## src/rtl/drum_pkg.sv

```systemverilog
// drum_pkg: shared defaults and the per-operand shift helper for the DRUM denormalizer.
// Revision: 1.0
`timescale 1ns/1ps
`default_nettype none

package drum_pkg;

  localparam int DRUM_WIDTH       = 16;
  localparam int DRUM_ROUND_WIDTH = 4;
  localparam int DRUM_LOG2_WIDTH  = 4;

  // An operand whose leading one sits below the kept window needs no shift back.
  function automatic int unsigned drum_shift(input int unsigned k, input int unsigned round_width);
    return (k > round_width - 1) ? (k - (round_width - 1)) : 0;
  endfunction

endpackage

`default_nettype wire

```

## src/rtl/barrel_shift_right_left.sv

```systemverilog
// barrel_shift_right_left: combinational logarithmic left barrel shifter.
// Revision: 1.0
`timescale 1ns/1ps
`default_nettype none

module barrel_shift_right_left #(
  parameter int DATA_W  = 32,
  parameter int SHIFT_W = 5
) (
  input  logic [DATA_W-1:0]  i_data,
  input  logic [SHIFT_W-1:0] i_shamt,
  output logic [DATA_W-1:0]  o_data
);

  logic [DATA_W-1:0] w_stage [0:SHIFT_W];

  assign w_stage[0] = i_data;

  for (genvar g = 0; g < SHIFT_W; g++) begin : g_stage
    assign w_stage[g+1] = i_shamt[g] ? (w_stage[g] << (2**g)) : w_stage[g];
  end

  assign o_data = w_stage[SHIFT_W];

endmodule

`default_nettype wire

```

## src/rtl/drum_denorm_shifter.sv

```systemverilog
// drum_denorm_shifter: two-stage valid/ready denormalizer, out = prod << (sa+sb).
// Optional macro DRUM_DENORM_SIGNED_EN adds in_sign and two's-complement output. Revision: 1.0
`timescale 1ns/1ps
`default_nettype none

module drum_denorm_shifter
  import drum_pkg::*;
#(
  parameter int WIDTH       = DRUM_WIDTH,
  parameter int ROUND_WIDTH = DRUM_ROUND_WIDTH,
  parameter int LOG2_WIDTH  = DRUM_LOG2_WIDTH
) (
  input  logic                     clk,
  input  logic                     rst,
  input  logic                     in_valid,
  output logic                     in_ready,
  input  logic [2*ROUND_WIDTH-1:0] in_prod,
  input  logic [LOG2_WIDTH-1:0]    in_ka,
  input  logic [LOG2_WIDTH-1:0]    in_kb,
  input  logic                     in_zero,
`ifdef DRUM_DENORM_SIGNED_EN
  input  logic                     in_sign,
`endif
  output logic                     out_valid,
  input  logic                     out_ready,
  output logic [2*WIDTH-1:0]       out_result
);

  localparam int PW = 2 * ROUND_WIDTH;
  localparam int OW = 2 * WIDTH;
  localparam int SW = LOG2_WIDTH + 1;

  logic [LOG2_WIDTH-1:0] w_sa;
  logic [LOG2_WIDTH-1:0] w_sb;
  logic [SW-1:0]         w_shamt;
  logic                  w_s1_load;
  logic                  w_s2_load;
  logic [OW-1:0]         w_shifted;

  logic                  r_s1_valid;
  logic [PW-1:0]         r_s1_prod;
  logic [SW-1:0]         r_s1_shamt;
  logic                  r_s1_zero;
  logic                  r_s1_sign;
  logic                  r_out_valid;
  logic [OW-1:0]         r_out_result;
  logic                  w_in_sign;

`ifdef DRUM_DENORM_SIGNED_EN
  assign w_in_sign = in_sign;
`else
  assign w_in_sign = 1'b0;
`endif

  assign w_sa    = LOG2_WIDTH'(drum_shift(32'(in_ka), ROUND_WIDTH));
  assign w_sb    = LOG2_WIDTH'(drum_shift(32'(in_kb), ROUND_WIDTH));
  assign w_shamt = SW'(w_sa) + SW'(w_sb);

  // S1 may refill in the same cycle S2 drains it, so ready looks through to out_ready.
  assign w_s2_load = !r_out_valid || out_ready;
  assign w_s1_load = !r_s1_valid || w_s2_load;
  assign in_ready  = w_s1_load;

  always_ff @(posedge clk or posedge rst) begin
    if (rst) begin
      r_s1_valid <= 1'b0;
      r_s1_prod  <= '0;
      r_s1_shamt <= '0;
      r_s1_zero  <= 1'b0;
      r_s1_sign  <= 1'b0;
    end else if (w_s1_load) begin
      r_s1_valid <= in_valid;
      if (in_valid) begin
        r_s1_prod  <= in_prod;
        r_s1_shamt <= w_shamt;
        r_s1_zero  <= in_zero;
        r_s1_sign  <= w_in_sign;
      end
    end
  end

  barrel_shift_right_left #(
    .DATA_W  (OW),
    .SHIFT_W (SW)
  ) u_shift (
    .i_data  (OW'(r_s1_prod)),
    .i_shamt (r_s1_shamt),
    .o_data  (w_shifted)
  );

  always_ff @(posedge clk or posedge rst) begin
    if (rst) begin
      r_out_valid  <= 1'b0;
      r_out_result <= '0;
    end else if (w_s2_load) begin
      r_out_valid <= r_s1_valid;
      if (r_s1_valid) begin
        if (r_s1_zero) begin
          r_out_result <= '0;
        end else if (r_s1_sign) begin
          r_out_result <= -w_shifted;
        end else begin
          r_out_result <= w_shifted;
        end
      end
    end
  end

  assign out_valid  = r_out_valid;
  assign out_result = r_out_result;

endmodule

`default_nettype wire

```

## config.mk

```make
export PLATFORM = sky130hd
export DESIGN_NAME = drum_denorm_shifter
export DESIGN_NICKNAME = d
export VERILOG_FILES = /design/src/rtl/drum_pkg.sv /design/src/rtl/barrel_shift_right_left.sv /design/src/rtl/drum_denorm_shifter.sv
export SDC_FILE = /design/constraint.sdc
export NUM_CORES = 1
export LEC_CHECK = 0
export CAP_MARGIN = 0
export CORE_ASPECT_RATIO = 0.7
export CORE_UTILIZATION = 52
export CTS_CLUSTER_SIZE = 28
export DETAILED_ROUTE_END_ITERATION = 12
export PLACE_DENSITY = 0.81
export SYNTH_ARGS = -nofsm -noshare
export SYNTH_HDL_FRONTEND = slang
export SYNTH_SLANG_ARGS = --single-unit
```

## constraint.sdc

```tcl
create_clock -name clk -period 2.1 [get_ports clk]
set_clock_uncertainty 0.2 [all_clocks]
set_input_delay 0.21 -clock clk [delete_from_list [all_inputs] [get_ports clk]]
set_output_delay 0.21 -clock clk [all_outputs]
set_load 0.02 [all_outputs]
```

==> impl_results.md, run 1 <==
- Status: finished clean
- Final HPWL DP: 5.20 mm
- Grt ovf: 0
- Post-synth EDFFs: 0
- Required time of the critical path: 2.08 ns
- Commonest non-fill, non-tap cells in the layout: clkdlybuf4s50_1, dfrtp_1, nand2_1
- Routability cong.: 0.927
- Die Footprint: about 5500 um2
- Reg clk slew, reported paths: approximately 0.080 ns
- Synthesized Nets: 297
- Final Max Tran Viols: 0
- Final instance area: 3580 um2
- Fin crit share: 0.946
- Port Buf Inserts: 54
- Placed Instance Area: between 3000 and 4000 um2
- Unrepaired setup endpoints after global routing: false
- # fillers: about 380
- Post-synthesis xor/xnor area fraction: 0.00644
- Residual DRC: 0
- Hold Vio Cnt, Final: 0
- Max-slew headroom: 0.637
- Die Wd: between 80 and 90 um
- First drt pass iteration count: 6
- Num Clock Sinks: 48
- Clock buffer depth: 2
- Area growth from synthesis to layout: 31.6%
- Crit path DAT: about 2 ns
- Flop-to-flop setup slack: around 0.11 ns
- Antenna-violating nets left: 0
- Ant. Diodes: 0
- Compound-Gate Fraction of Synth Area: 0.157
- Mapped Cells: about 270
- Starting density of the core: 0.553
- Max-cap violations: 0
- Initial antenna violation count: 0
- Simple-gate area share of the yosys netlist: 0.175
- Main combinational cell family by area after synthesis: simple AND/OR/NAND/NOR gates
- Avg Inst Size Synth: about 10 um2
- CP Capture Type: register
- DR vias: between 2k and 2.5k
- Synth Flop Type: dfrtp_1
- Final Critical Period: a little under 2 ns
- Critical path fanouts, max: 11
- WS Path Type: register to register
- Post-CTS Hold Buffers: 0
- Routed Wire Length: between 6 and 7 mm
- Layout cells sized above 1: 0.189
- Routed length per instance: 16.2 um
- P_leak: 1.60 nW
- Clock buffer count from CTS: 5
- Largest net degree at the start of global routing: 26
- Setup_tns: 0 ns
- Die height: between 60 and 70 um
- CTS tree: yes
- Netlist cell types: 50
- H-tree depth: 2
- Post-Syn Area: between 2000 and 3000 um2
- Cell row count: 21
- Post-synthesis mux area share: 0.139
- Commonest non-fill, non-tap cell in the layout: clkdlybuf4s50_1
- Fmax: 503 MHz
- Adder-cell share of the synthesized area: 0.0350
- Core area: 4910 um2
- Pwr/cell area: 874 nW/um2
- First DRT Iteration DRCs: 224
- Asr flop ratio synth: 1.00
- First-pass GRT wire length: around 11 mm
- Clk root buf: clkbuf_8
- Worst-Margin Slew: 0.543 ns
- Clk_lat worst skew: roughly 0.30 ns
- Syn. warnings: 0
- Critical Path Source Type: register
- Final setup viols: 0
- HP Class: primary input to asynchronous set/reset pin
- Boundary pin count: 55
- Nets: roughly 370
- Seq/Total Area, Yosys: 0.442
- Flops & latches, synth: 48
- GRT Total Usage: 0.265
- Vias in the first global route: between 2k and 2.5k
- Vias per std cell: around 5.8
- Peak supply drop: between 0.0004 and 0.0005 V
[cell type report]
type / instances / area, um2 / area share
Clock inverter: 1 / 5.00 / 0.00140
Sequential cell: 48 / 1200 / 0.336
Clock buffer: 6 / 72.6 / 0.0203
Multi-Input combinational cell: 196 / 1400 / 0.390
Tap cell: 69 / 86.3 / 0.0241
Inverter: 8 / 30.0 / 0.00839
Timing Repair Buffer: 85 / 786 / 0.220
[sequential cells by signal, summed over array words and instances (netlist names)]
signal / count
out_valid: 1
r_s1_prod: 8
r_s1_shamt: 5
r_s1_valid: 1
out_result: 32
r_s1_zero: 1
[critical path, cell delays in order, from the launching register on]
cell	delay [ns]
dfrtp_2	0.52
buf_4	0.18
buf_4	0.16
buf_4	0.14
nor2b_1	0.16
a221oi_1	0.39
o21ai_1	0.11
[cells in the mapped netlist, drive strengths merged (2+ instances only)]
master,instances,share of area
a21o,3,0.0083
a21oi,6,0.011
a221o,5,0.018
a22o,7,0.023
a32oi,2,0.0064
and3,2,0.0046
buf,11,0.026
clkbuf,6,0.0083
dfrtp,48,0.44
ha,6,0.028
inv,8,0.011
mux2,16,0.069
mux2i,12,0.046
mux4,3,0.025
nand2,43,0.059
nand2b,4,0.0092
nand3,5,0.0092
nand3b,2,0.0055
nand4,2,0.0046
nor2,16,0.022
nor2b,7,0.016
nor3,5,0.0092
o21ai,18,0.033
o221ai,4,0.013
o311ai,2,0.0064
o31ai,3,0.0083
o32ai,3,0.0097
or3,2,0.0046
or3b,2,0.0064
xor2,2,0.0064
[worst paths after layout]
kind                       cells past startpoint        endpoint           from
setup / recovery                               6   out_result[9]  r_s1_shamt[1]
hold / removal                                 2      r_s1_valid            rst
setup reg to reg                               6   out_result[9]  r_s1_shamt[1]
hold reg to reg                                2   out_result[7]  out_result[7]
max in group asynchronous                      3  out_result[25]            rst
min in group clk                               2   out_result[7]  out_result[7]
[through the flow]
step           hold WS, ns  power (W)  std cells   util  setup slack [ns]
6_report            0.0745    0.00313        413  0.728             0.114
5_1_grt              0.124    0.00329        413  0.728           0.00611
3_3_place_gp         0.263    0.00256        406  0.712            -0.132
3_5_place_dp         0.271    0.00260        406  0.712            -0.208
4_1_cts             0.0941    0.00311        413  0.728            0.0945
2_1_floorplan        0.118    0.00205        269      -             0.182
[logic make-up after synthesis]
| group | after synthesis |
|---|---|
| flip-flops | 48 |
| AND/OR/NAND/NOR | 97 |
| XOR/XNOR | 2 |
| multiplexers | 31 |
| buffers and inverters | 25 |
| adder cells (fa/ha/maj) | 7 |
| AO/OA/AOI/OAI | 59 |
[metal layers]
metal	track usage	up-vias	wire length (um)
met5	0	-	0
met3	0.0489	17	450
met4	0.0625	0	71
met2	0.384	102	2950
li1	-	1125	-
met1	0.410	1161	3230
[power breakdown]
group | switching (W) | internal [W] | leakage (nW)
Clock | 0.000294 | 0.000227 | 0.0410
Sequential | 0.000158 | 0.00107 | 0.627
Combinational | 0.000706 | 0.000675 | 0.930
[timing repair]
action | CTS | global route
endpoints found under the setup margin | 2 | 1
buffers inserted | 0 | 0
gates resized for setup | 1 | 1
Note: power is estimated with default switching activity, not from simulation.
==> run 2, diff against run 1 <==
- REMOVE_ABC_BUFFERS: unset -> 1
==> run 2 against run 1 <==
Effect of this change:
- clock power grew 11%
- sequential share of layout area grew 0.17 points
- core utilization decreased by 0.36 points
- worst hold slack worse by 0.052 ns
- die area stayed put
- maximum frequency decreased by 1.1%
- global-route usage is 1.8 points higher
- non-clock buffer count decreased by 8
- first-iteration DRC count decreased by 33%
- combinational power is essentially flat
- critical endpoint is now out_result[21]
- largest cell class unchanged
==> impl_results.md, run 2 (synthesis results as in run 1) <==
- Status: finished clean
- Layout cells sized above 1: 0.181 (-0.00794)
- Met3 WL: 518 um (+15%)
- Routed length per instance: 17.5 um (+7.5%)
- Top Layer Used: met4
- Top delay family on crit path: multiplexers
- Nets: 364 (-2.2%)
- Max reg flops: 32 (unchanged)
- CTS tree: yes
- Port Buf Inserts: 54 (unchanged)
- GRT Total Usage: 0.283 (+0.0181)
- P_leak: 1.58 nW (-1.2%)
- Num Clock Sinks: 48 (unchanged)
- Antenna-violating nets left: 0 (unchanged)
- Area growth from synthesis to layout: 31.0%
- Core area: 4910 um2 (unchanged)
- Clock power share: 0.181 (+0.014)
- Worst reg2reg path depth: 5 (-1)
- Worst-Margin Slew: 0.514 ns (-0.0294 ns)
- Residual DRC: 0 (unchanged)
- Critical path fanouts, max: 25 (+14)
- Fin crit share: 0.956 (+0.0104)
- Die Wd: 88.4 um (unchanged)
- Vias in the first global route: 2326 (+4.3%)
- Commonest non-fill, non-tap cell in the layout: clkdlybuf4s50_1
- P_int: 0.00199 W (+0.97%)
- Overall Power: 0.00318 W (+1.8%)
- Critical Path Source Type: register
- Die height: 62.5 um (unchanged)
- Peak supply drop: 0.000496 V (+11%)
- Final HPWL DP: 5.31 mm (+2.2%)
- Clk_lat worst skew: 0.30 ns (about the same)
- Crit path DAT: 1.99 ns (+0.03 ns)
- CP Capture Type: register
- Switch Pwr: 0.00119 W (+3.1%)
- Max-slew headroom: 0.652 (+0.0147)
- Ant. Diodes: 0 (unchanged)
- CP Cell Sequence: buf_12, mux2i_4, mux2i_1, mux2_4, a221o_1
- Clock buffer count from CTS: 5 (unchanged)
- Metal-1 WL: 3.29 mm (+1.9%)
- Post-CTS Hold Buffers: 0 (unchanged)
- Crit path max-delay cell type: dfrtp_1
- Pwr/cell area: 893 nW/um2 (+2.3%)
- Final Critical Period: 2.01 ns (+0.0218 ns)
- Sequential power share: 0.381 (-0.011)
- Hold Vio Cnt, Final: 0 (unchanged)
- Wire length on met2: 3.22 mm (+9.1%)
- First-pass GRT wire length: 11.8 mm (+5.8%)
- Final setup viols: 0 (unchanged)
- RR Endpoint: out_result[21]
- First DRT Iteration DRCs: 150 (-33%)
- HP Class: primary input to asynchronous set/reset pin
- Buffer and inverter count on the worst path: 1 (-2)
- Required time of the critical path: 2.09 ns (about the same)
- Largest net degree at the start of global routing: 26 (unchanged)
- Initial antenna violation count: 0 (unchanged)
- Clock buffer depth: 2 (unchanged)
- Reg clk slew, reported paths: 0.09 ns (about the same)
- Vias per std cell: 5.90 (+1.3%)
- Final Max Tran Viols: 0 (unchanged)
- Switching portion of total power: 0.375 (+0.00485)
- Boundary pin count: 55 (unchanged)
- Reg2reg start: r_s1_shamt[1]
- Grt ovf: 0 (unchanged)
- Combinational cell fraction of total power: 0.438 (-0.004)
- Die Footprint: 5530 um2 (unchanged)
- Max-cap violations: 0 (unchanged)
- Unrepaired setup endpoints after global routing: false
- Cell row count: 21 (unchanged)
- Fmax: 498 MHz (-1.1%)
- Clk root buf: clkbuf_8
- Commonest non-fill, non-tap cells in the layout: clkdlybuf4s50_1, dfrtp_1, nand2_1
- Routed Wire Length: 7.09 mm (+5.7%)
- Starting density of the core: 0.553 (unchanged)
- H-tree depth: 2 (unchanged)
- Flop-to-flop setup slack: 0.09 ns (-0.02 ns)
- Hold slack: 0.0227 ns (-0.0517 ns)
- Crit path largest cell delay: 0.38 ns (-0.14 ns)
- DR vias: 2395 (-0.42%)
- First drt pass iteration count: 5 (-1)
- Routability cong.: 0.941 (+1.5%)
- WS Path Type: register to register
run 2: per-stage QoR:
stage,std cells,TNS [ns],area [um2],util,setup WS (ns)
global route,406,0,3560,0.725,0.0104
floorplan,252,-0.0389,2630,-,-0.0389
detailed placement,398,-0.699,3450,0.702,-0.214
CTS,406,0,3540,0.721,0.0397
finish,406,0,3560,0.725,0.0919
global placement,398,-0.338,3450,0.702,-0.148
run 2: power by group through the flow:
stage | Combinational (W) | Clock (W) | Sequential, W
CTS | 0.00137 | 0.000574 | 0.00121
finish | 0.00139 | 0.000576 | 0.00121
floorplan | 0.000619 | 0 | 0.00137
global placement | 0.00134 | 0 | 0.00121
detailed placement | 0.00136 | 0 | 0.00122
global route | 0.00150 | 0.000614 | 0.00123
run 2: layer usage:
metal,track usage,up-vias
met3,0.0661,10
met1,0.413,1151
met5,0,-
met2,0.432,121
met4,0.0585,0
li1,-,1113
run 2: worst max path at each step:
stage	slack (ns)	to	startpoint	cells after the start
global placement	-0.15	r_s1_shamt[3]	in_ka[0]	8
detailed placement	-0.21	r_s1_shamt[4]	in_ka[1]	9
finish	0.09	out_result[21]	r_s1_shamt[1]	5
CTS	0.04	out_result[21]	r_s1_shamt[1]	5
global route	0.01	r_s1_shamt[4]	in_ka[1]	9
floorplan	-0.04	out_result[21]	r_s1_shamt[1]	4
run 2: repair_timing:
action	in CTS	in global routing
resized for setup	0	5
setup buffers	0	0
endpoints found under the setup margin	0	4
run 2: final cells by class:
cell class                      instances  area (um2)
Multi-Input combinational cell        196        1410
Fill cell                             393        1350
Sequential cell                        48        1200
Timing Repair Buffer                   77         738
Tap cell                               69        86.3
Clock buffer                            6        82.6
Inverter                                8        30.0
Clock inverter                          2        10.0
run 2: worst register-to-register path: cells and delay by family (launching register included):
family,cells,cell delay [ns]
mux,3,0.79
compound gates,1,0.34
flops,1,0.38
buf+inv,1,0.18
